<file path="src/rtl/led_pattern_gen_if.sv">
`default_nettype none
`timescale 1ns/1ps
// ============================================================================
//  Module      : led_pattern_gen_if
//  Description : Control and LED-drive bundle for one LED pattern engine.
//                The master side issues mode/speed/mode_load commands.
//                The slave side returns the LED drive and the step pulse.
//  Revision    : 1.0  initial release
// ============================================================================
interface led_pattern_gen_if #(
   parameter int NUM_LEDS = 8
);
   logic [1:0]          mode;
   logic [3:0]          speed;
   logic                mode_load;
   logic [NUM_LEDS-1:0] leds;
   logic                step;

   modport master (
      output mode,
      output speed,
      output mode_load,
      input  leds,
      input  step
   );

   modport slave (
      input  mode,
      input  speed,
      input  mode_load,
      output leds,
      output step
   );
endinterface
`default_nettype wire

</file>
<file path="src/rtl/led_pattern_gen.sv">
`default_nettype none
`timescale 1ns/1ps
// ============================================================================
//  Module      : led_pattern_gen
//  Description : LED-strip pattern engine for one PMOD strip. It produces
//                binary-count, bounce-scanner, breathe (PWM fade) and rotate
//                patterns at a programmable step rate, and applies a global
//                PWM brightness.
//  Revision    : 1.0  initial release
// ============================================================================
module led_pattern_gen #(
   parameter int NUM_LEDS   = 8,
   parameter int PRESCALE   = 524288,
   parameter int PWM_BITS   = 8,
   parameter bit ACTIVE_LOW = 1'b1
) (
   input wire               CLK_48,
   input wire               reset_n,
   led_pattern_gen_if.slave bus
);

   localparam int                    c_presc_w      = $clog2(PRESCALE);
   localparam logic [c_presc_w-1:0]  c_presc_last   = c_presc_w'(PRESCALE - 1);
   localparam logic [PWM_BITS-1:0]   c_dmax         = {PWM_BITS{1'b1}};
   localparam logic [PWM_BITS-1:0]   c_duty_zero    = {PWM_BITS{1'b0}};
   localparam logic [NUM_LEDS-1:0]   c_leds_off     = {NUM_LEDS{ACTIVE_LOW}};
   localparam logic [NUM_LEDS-1:0]   c_pat_zero     = {NUM_LEDS{1'b0}};
   localparam logic [NUM_LEDS-1:0]   c_pat_ones     = {NUM_LEDS{1'b1}};
   localparam logic [NUM_LEDS-1:0]   c_pat_bit0     = NUM_LEDS'(1);

   localparam logic [1:0]            c_mode_count   = 2'd0;
   localparam logic [1:0]            c_mode_scan    = 2'd1;
   localparam logic [1:0]            c_mode_breathe = 2'd2;
   localparam logic [1:0]            c_mode_rotate  = 2'd3;

   localparam logic                  c_dir_up       = 1'b0;
   localparam logic                  c_dir_down     = 1'b1;

   // State registers and their next values
   logic [c_presc_w-1:0] presc_q,   presc_d;
   logic [3:0]           div_q,     div_d;
   logic [1:0]           mode_q,    mode_d;
   logic [3:0]           speed_q,   speed_d;
   logic [NUM_LEDS-1:0]  pattern_q, pattern_d;
   logic                 dir_q,     dir_d;
   logic [PWM_BITS-1:0]  duty_q,    duty_d;
   logic [PWM_BITS-1:0]  pwm_q,     pwm_d;
   logic                 step_q,    step_d;
   logic [NUM_LEDS-1:0]  leds_q,    leds_d;

   // Decoded timing and per-mode helpers
   logic                 w_tick;
   logic                 w_adv;
   logic [NUM_LEDS-1:0]  w_scan_next;
   logic [PWM_BITS-1:0]  w_duty_next;
   logic                 w_pwm_on;
   logic [NUM_LEDS-1:0]  w_lit;

   // A tick landing on a mode_load cycle is dropped so the new pattern starts cleanly
   assign w_tick      = (presc_q == c_presc_last);
   assign w_adv       = w_tick && (div_q == speed_q) && !bus.mode_load;
   assign w_scan_next = (dir_q == c_dir_up) ? (pattern_q << 1) : (pattern_q >> 1);
   assign w_duty_next = (dir_q == c_dir_up) ? (duty_q + 1'b1) : (duty_q - 1'b1);
   assign w_pwm_on    = (duty_q == c_dmax) || (pwm_q < duty_q);
   assign w_lit       = pattern_q & {NUM_LEDS{w_pwm_on}};

   // State register: async assert, every field returns to its idle value
   always_ff @(posedge CLK_48 or negedge reset_n) begin
      if (!reset_n) begin
         presc_q   <= '0;
         div_q     <= '0;
         mode_q    <= c_mode_count;
         speed_q   <= '0;
         pattern_q <= c_pat_zero;
         dir_q     <= c_dir_up;
         duty_q    <= c_dmax;
         pwm_q     <= '0;
         step_q    <= 1'b0;
         leds_q    <= c_leds_off;
      end else begin
         presc_q   <= presc_d;
         div_q     <= div_d;
         mode_q    <= mode_d;
         speed_q   <= speed_d;
         pattern_q <= pattern_d;
         dir_q     <= dir_d;
         duty_q    <= duty_d;
         pwm_q     <= pwm_d;
         step_q    <= step_d;
         leds_q    <= leds_d;
      end
   end

   // Next state: mode_load restarts everything, otherwise advance timing and pattern
   always_comb begin
      presc_d   = presc_q;
      div_d     = div_q;
      mode_d    = mode_q;
      speed_d   = speed_q;
      pattern_d = pattern_q;
      dir_d     = dir_q;
      duty_d    = duty_q;
      pwm_d     = pwm_q + 1'b1;

      if (bus.mode_load) begin
         mode_d  = bus.mode;
         speed_d = bus.speed;
         presc_d = '0;
         div_d   = '0;
         dir_d   = c_dir_up;
         case (bus.mode)
            c_mode_count: begin
               pattern_d = c_pat_zero;
               duty_d    = c_dmax;
            end
            c_mode_breathe: begin
               pattern_d = c_pat_ones;
               duty_d    = c_duty_zero;
            end
            default: begin
               pattern_d = c_pat_bit0;
               duty_d    = c_dmax;
            end
         endcase
      end else begin
         presc_d = w_tick ? '0 : presc_q + 1'b1;
         if (w_tick) begin
            div_d = (div_q == speed_q) ? 4'd0 : div_q + 4'd1;
         end
         if (w_adv) begin
            case (mode_q)
               c_mode_count: begin
                  pattern_d = pattern_q + 1'b1;
                  duty_d    = c_dmax;
               end
               c_mode_scan: begin
                  // Direction flips as the lit bit lands on an end, so ends show once
                  pattern_d = w_scan_next;
                  duty_d    = c_dmax;
                  if (w_scan_next[NUM_LEDS-1]) begin
                     dir_d = c_dir_down;
                  end else if (w_scan_next[0]) begin
                     dir_d = c_dir_up;
                  end
               end
               c_mode_breathe: begin
                  // Same end-turn rule as the scanner, applied to brightness
                  pattern_d = c_pat_ones;
                  duty_d    = w_duty_next;
                  if (w_duty_next == c_dmax) begin
                     dir_d = c_dir_down;
                  end else if (w_duty_next == c_duty_zero) begin
                     dir_d = c_dir_up;
                  end
               end
               c_mode_rotate: begin
                  pattern_d = {pattern_q[NUM_LEDS-2:0], pattern_q[NUM_LEDS-1]};
                  duty_d    = c_dmax;
               end
               default: begin
                  pattern_d = pattern_q;
               end
            endcase
         end
      end
   end

   // Outputs: step follows adv by one cycle, LEDs are the PWM-gated pattern in pin polarity
   always_comb begin
      step_d = w_adv;
      leds_d = ACTIVE_LOW ? ~w_lit : w_lit;
   end

   assign bus.leds = leds_q;
   assign bus.step = step_q;

endmodule
`default_nettype wire

</file>
<file path="src/flat_wrapper.sv">
// flat-port wrapper written by rule: the top's interface ports become plain ports
module led_pattern_gen_flat 
#(
   parameter int NUM_LEDS   = 8,
   parameter int PRESCALE   = 524288,
   parameter int PWM_BITS   = 8,
   parameter bit ACTIVE_LOW = 1'b1
)
  (CLK_48, reset_n, bus_mode, bus_speed, bus_mode_load, bus_leds, bus_step);
  led_pattern_gen_if #(.NUM_LEDS(NUM_LEDS)) bus_i ();
  input wire CLK_48;
  input wire reset_n;
  input wire logic [$bits(bus_i.mode)-1:0] bus_mode;
  input wire logic [$bits(bus_i.speed)-1:0] bus_speed;
  input wire logic [$bits(bus_i.mode_load)-1:0] bus_mode_load;
  output wire logic [$bits(bus_i.leds)-1:0] bus_leds;
  output wire logic [$bits(bus_i.step)-1:0] bus_step;
  assign bus_i.mode = bus_mode;
  assign bus_i.speed = bus_speed;
  assign bus_i.mode_load = bus_mode_load;
  assign bus_leds = bus_i.leds;
  assign bus_step = bus_i.step;
  led_pattern_gen #(.NUM_LEDS(NUM_LEDS), .PRESCALE(PRESCALE), .PWM_BITS(PWM_BITS), .ACTIVE_LOW(ACTIVE_LOW)) u_core (.CLK_48(CLK_48), .reset_n(reset_n), .bus(bus_i));
endmodule
</file>
<file path="config.mk">
export PLATFORM = sky130hd
export DESIGN_NAME = led_pattern_gen_flat
export DESIGN_NICKNAME = d
export VERILOG_FILES = /design/src/rtl/led_pattern_gen_if.sv /design/src/rtl/led_pattern_gen.sv /design/src/flat_wrapper.sv
export SDC_FILE = /design/constraint.sdc
export NUM_CORES = 1
export LEC_CHECK = 0
export ABC_AREA = 1
export CAP_MARGIN = 10
export CORE_ASPECT_RATIO = 0.75
export CORE_MARGIN = 2
export CORE_UTILIZATION = 35
export CTS_CLUSTER_DIAMETER = 40
export DETAILED_ROUTE_END_ITERATION = 8
export PLACE_DENSITY_LB_ADDON = 0.15
export SYNTH_ARGS = -nofsm -noshare
export SYNTH_HDL_FRONTEND = slang
export SYNTH_SLANG_ARGS = --single-unit
export TNS_END_PERCENT = 50
</file>
<file path="constraint.sdc">
create_clock -name CLK_48 -period 2.34 [get_ports CLK_48]
set_clock_uncertainty 0.05 [all_clocks]
set_input_delay 0.351 -clock CLK_48 [delete_from_list [all_inputs] [get_ports CLK_48]]
set_output_delay 0.351 -clock CLK_48 [all_outputs]
set_load 0.005 [all_outputs]
</file>
## Yosys cells after proc, flatten, opt, wreduce, memory -nomap -nowiden

Index checks and enable logic that the tools add are counted.

- Reductions and logical operators: 12
- $add $sub $neg: 6
- $lt $le $gt $ge: 1
- Equality and inequality tests: 10
- Bitwise logic cells: 2
- Muxes and demuxes: 22

Operators with widths:

| kind | number |
|---|---|
| 8-bit two-way mux | 7 |
| 19-bit two-way mux | 2 |
| 8-bit case mux with 2 select lines | 2 |
| 8-bit case mux with 4 select lines | 1 |
| 8-bit by 1-bit adder with 8-bit output, second input constant | 3 |
| 19-bit by 1-bit adder with 19-bit output, second input constant | 1 |
| 19-bit equality test, second input constant | 1 |
| 8-bit equality test, second input constant | 2 |
| 4-bit two-way mux | 3 |
| 8-bit AND | 1 |
| 8-bit zero test | 1 |
| 8-bit < comparator | 1 |
| 4-bit by 2-bit inequality test with 1-bit output, second input constant | 2 |
| 8-bit NOT | 1 |
| 8-bit by 1-bit subtractor with 8-bit output, second input constant | 1 |
| 2-bit equality test, second input constant | 3 |
| 1-bit two-way mux | 6 |
| 4-bit by 1-bit adder with 4-bit output, second input constant | 1 |
| 4-bit equality test | 1 |
| 2-bit zero test | 2 |
| 4-bit AND reduction | 1 |
| 2-bit nonzero test | 2 |
| 3-bit nonzero test | 1 |
| 3-bit OR reduction | 1 |
| 5 further kinds | 6 |

- Register bits: 63
- Logic and storage cells: 63

## Logic depth before layout (Yosys ltp)

Gate-level depths: netlist of the first run.

- Word-level depth: 8
- Mapped depth: 15
- Mapped depth without buffers: 15

## Least setup slack after synthesis of the first run

Ideal clock, no wire load.

- Path type: register to register
- Start: reg u_core.duty_q[0]
- End: reg u_core.dir_q
- Arrival time: 1.810 ns
- Stages on the path, launching flop included: 15
- Library setup time: 0.117 ns
- Slack: 0.363 ns
- Required time: 2.173 ns
- Path through: dfstp_2 -> inv_1 -> fa_1 -> inv_1 -> nand2_1 -> nand2_1 -> nand3_1 -> nand3_1 -> nand2_1 -> nor2_1 -> nand2_1 -> nand3_1 -> nand2_1 -> nand2_1 -> nand2_1

- Word-level cells in the longest chain between the ends: 7
- Elaborated cells between the ends (all ways): 11

Ends and longest elaborated chain:

| element | RTL line | RTL |
|---|---|---|
| start, declared | led_pattern_gen.sv:46 | `logic [PWM_BITS-1:0] duty_q, duty_d;` |
| start signal, assigned | led_pattern_gen.sv:76 | `duty_q <= c_dmax;` |
| start signal, assigned | led_pattern_gen.sv:87 | `duty_q <= duty_d;` |
| 8-bit by 1-bit adder with 8-bit output or 8-bit by 1-bit subtractor with 8-bit output (tied branches) | led_pattern_gen.sv:63 | `assign w_duty_next = (dir_q == c_dir_up) ? (duty_q + 1'b1) : (duty_q - 1'b1);` |
| 8-bit two-way mux * | led_pattern_gen.sv:63 |  |
| 8-bit equality test | led_pattern_gen.sv:150 | `if (w_duty_next == c_dmax) begin` |
| 1-bit two-way mux | led_pattern_gen.sv:150 |  |
| 1-bit case mux with 2 select lines | led_pattern_gen.sv:131 | `case (mode_q)` |
| 1-bit two-way mux | led_pattern_gen.sv:130 | `if (w_adv) begin` |
| 1-bit two-way mux | led_pattern_gen.sv:105 | `if (bus.mode_load) begin` |
| end signal, assigned | led_pattern_gen.sv:75 | `dir_q <= c_dir_up;` |
| end signal, assigned | led_pattern_gen.sv:86 | `dir_q <= dir_d;` |
| end, declared | led_pattern_gen.sv:45 | `logic dir_q, dir_d;` |

Every way passes the cells marked *; elsewhere a longest branch is shown, timed or not. The select of a mux whose other input is x is not followed.
A chain may end at the register's enable or synchronous reset.

## Worst setup path after layout of the first run

Same ends and word-level chain as after synthesis.

==> results.md, run 1 <==
- Layout cells sized above 1: about an eighth
- Worst min-delay path startpoint: u_core.pattern_q[4]
- Status: finished clean
- GRT Util Overall: roughly 17%
- Final Slew Violations: 0
- Die width: between 100 and 150 um
- Final Wtd Congestion: roughly 0.9
- Cell Area, Synth: about 3800 sq um
- Psw: about 1.2 mW
- Ys Warns: 0
- Xor/xnor share of the synthesized area: 5.089%
- Inserted Diodes: 0
- H-tree depth: 3
- Largest net degree at the start of global routing: 64
- Register area: ~1600 sq um
- Mux contribution to synthesized area: 0%
- CTS sink count: 63
- Critical path endpoint category: flip-flop
- Clock transition at path regs: around 50 ps
- Setup violators final: 0
- Initial drt markers: about 240
- Bufs on Longest Clock Path: 2
- Synth Flop Type: dfrtp_1
- Fin nets: between 500 and 600
- Multi-input combinational cell area: ~2000 sq um
- CTS Buf Count: 9
- Dpl cell area: roughly 4200 sq um
- Core region area: ~10000 sq um
- Combinational fraction of design power: between 20% and 30%
- CP Launch Type: flip-flop
- Drt drc: 0
- Root Buffer: clkbuf_16
- Peak VDD IR: ~0.33 mV
- Yosys cell types: 40
- Rows: 32
- Die ar.: ~12000 sq um
- Crit share post-route: slightly above 90%
- Async set-or-reset flop fraction in the synthesized netlist: between 90% and 100%
- Final routed wire length divided by cell count: between 10 and 15 um
- Fin area: approximately 4500 sq um
- Via count: about 3200
- Post-synth EDFFs: 0
- Initial antenna violation count: 0
- Post-DP HPWL: between 6 and 7 mm
- CP arrival: 2310 ps
- Initial core utilization: a little over a third
- Final hold viol count: 0
- Post-synth net total: between 500 and 600
- Clock share of power: about a third
- Drt first pass iters: 4
- P_int: about 2.4 mW
- Synth Area in Compound Gates: roughly 11%
- Crit Reg-Reg Startpoint: u_core.duty_q[0]
- Syn_area_per_cell: 8.005 sq um
- Critical path type: flip-flop to flip-flop
- Setup crit start: u_core.duty_q[0]
- Worst skew pair latency: ~330 ps
- Transition time of the tightest slew-check pin: around 460 ps
- IO buf count: 17
- #FFs+latches synth: 63
- Post-synthesis adder-cell area fraction: between 6 and 7%
- Grt ovf: 0
- Worst R2R Setup Slack: 200 ps
- Post-layout util: a little over two fifths
- PD cells: 812.4 nW/um^2
- Io pins: 18
- Lkg Pwr: about 2.1 nW
- Sw frac: between 30% and 40%
- RSZ-0062 raised after global routing: false
- Max Freq: 468.2 MHz
- Final wirelength: 8.731 mm
- Sequential Power Share: about 37%
- Main combinational cell family by area after synthesis: simple AND/OR/NAND/NOR gates
- Synth Instances: roughly 470
- Worst EP required: 2510 ps
- Mean number of vias per cell: about 5
- Vias in the first global route: ~3100
- Area growth, synth to finish: 17.61%
- Post-Synth Simple-Gate Area: roughly 28%
- Rel. slew slack: 68.96%
- Seq/Total Area, Yosys: a little over two fifths
- Maximum fanout along the worst path: 5
- Antenna violation net count after detailed routing: 0
- Setup TNS: 0 ps
- First-pass GRT wire length: 15.26 mm
- Final min period: around 2100 ps
- Pre-CTS WS: between 150 and 200 ps
- Max_cap viols: 0
- Worst Slack Setup Final: 204.2 ps
- Layout fillers: ~1100
- Die height: approximately 94 um
- Hold Path Class: flip-flop to flip-flop
- CTS tree: yes
==> what timing repair did <==
| action | CTS | global route |
|---|---|---|
| resized for setup | 0 | 3 |
| endpoints found under the hold margin | 13 | 0 |
| endpoints found under the setup margin | 0 | 1 |
| buffers inserted | 0 | 0 |
| hold buffers | 1 | 0 |
==> kinds of logic after synthesis <==
group | count (synthesis)
AOI/OAI and AO/OA | 75
xor gates and xnor gates | 22
adders and majority gates | 20
buffers and inverters | 65
DFF | 63
and+or+nand+nor | 228
==> layer usage <==
layer	wire [um]	vias up	global-route usage, %	part of all wire, %
met4	80	0	4.775	0.92
met1	4601	1512	24.42	53
met3	344	7	5.279	3.9
li1	-	1612	-	-
met5	0	-	0	0
met2	3705	68	24.32	42
==> power by group through the flow <==
stage | clock network, mW | registers, mW | logic (mW)
after global placement | 0 | 1.35 | 0.989
after floorplan | 0 | 1.31 | 0.709
after CTS | 1.28 | 1.33 | 1.01
after detailed placement | 0 | 1.35 | 0.997
final | 1.26 | 1.33 | 1.03
after global routing | 1.35 | 1.35 | 1.17
==> cell type report <==
type / count / area share, %
multi-input combinational: 345 / 43.64
inverter: 55 / 4.636
clock inverter: 3 / 0.4496
clock buffer: 13 / 5.844
sequential: 63 / 35.88
tap: 136 / 3.821
timing repair buffer: 27 / 5.732
==> state kept, by name (all words and copies together), names as in the netlist <==
| register | count |
|---|---|
| u_core.dir_q | 1 |
| u_core.bus.leds | 8 |
| u_core.pattern_q | 8 |
| u_core.duty_q | 8 |
| u_core.div_q | 4 |
| u_core.mode_q | 2 |
| u_core.speed_q | 4 |
| u_core.bus.step | 1 |
| u_core.presc_q | 19 |
| u_core.pwm_q | 8 |
==> Yosys cell counts, types with 2 or more instances <==
master       n  area share, %
o221ai_1     2           0.46
a21oi_1     19            2.5
o211ai_1     5           0.99
nand2_4      2           0.59
o21ai_1      5           0.66
xor2_1      11            2.5
xnor2_1     11            2.5
dfrtp_1     47             31
nand3_2      2           0.53
nor3_4       2           0.86
nor2_1      50            5.0
nor3_1       8            1.1
o21ai_0     35            4.6
nor3b_1      2           0.40
nand2_1    103             10
nand3_1     33            4.4
clkbuf_1     5           0.50
o2111ai_1    2           0.46
nand4_1      9            1.5
or2_2        2           0.33
nand2_2      2           0.33
a22oi_1      3           0.59
dfstp_2     16             11
nor4_1       3           0.50
clkinv_1     2           0.20
inv_1       53            5.3
buf_2        4           0.53
nor2_4       3           0.89
ha_1        19            6.3
nor2_2       3           0.50
==> worst max-delay path: stages (launching register included) <==
cell and delay (ps):
dfstp_2 550, inv_1 110, fa_2 440, inv_1 100, nand2_1 50, nand2_1 70
nand3_1 110, nand3_1 100, nand2_1 70, nor2_1 100, nand2_1 60, nand3_1 70
nand2_1 50, nand2_1 50, nand2_1 40
==> through the flow <==
step | hold slack (ps) | total power [mW] | std cells
after global placement | 344.3 | 2.340 | 625
final | 383.7 | 3.618 | 642
after global routing | 409.8 | 3.866 | 642
after detailed placement | 344.1 | 2.346 | 625
after CTS | 376.8 | 3.624 | 642
after floorplan | 5.409 | 2.018 | 473
==> final timing paths <==
| check | to | cells past startpoint |
|---|---|---|
| max in group asynchronous | u_core.bus.leds[2] | 3 |
| hold / removal | u_core.bus.leds[4] | 1 |
| setup reg to reg | u_core.dir_q | 14 |
| hold reg to reg | u_core.bus.leds[4] | 1 |
| setup / recovery | u_core.dir_q | 14 |
| min in group asynchronous | u_core.pwm_q[5] | 3 |
==> layout by cell type, fill, tap and decap left out, types with 3 or more instances in the layout <==
master and count:
nor2_2 3, nand3_1 33, xor2_1 11, dfstp_2 16
xnor2_1 10, ha_1 19, a22oi_1 3, buf_4 8
nand4_1 9, clkdlybuf4s50_1 16, o21ai_0 35, dfrtp_1 46
nand2_1 103, a21oi_1 19, nor3_1 8, o211ai_1 5
nor2_4 3, nor4_1 3, o21ai_1 5, clkbuf_16 9
inv_1 53, nor2_1 50
Note: power is estimated with default switching activity, not from simulation.
==> run 2, diff against run 1 <==
--- a/config.mk
+++ b/config.mk
@@ -6,7 +6,7 @@
 export NUM_CORES = 1
 export LEC_CHECK = 0
 export ABC_AREA = 1
-export CAP_MARGIN = 10
+export CAP_MARGIN = 5
 export CORE_ASPECT_RATIO = 0.75
 export CORE_MARGIN = 2
 export CORE_UTILIZATION = 35
==> results of run 2 <==
Same layout as run 1: the final DEF is identical, and so are final timing and power.
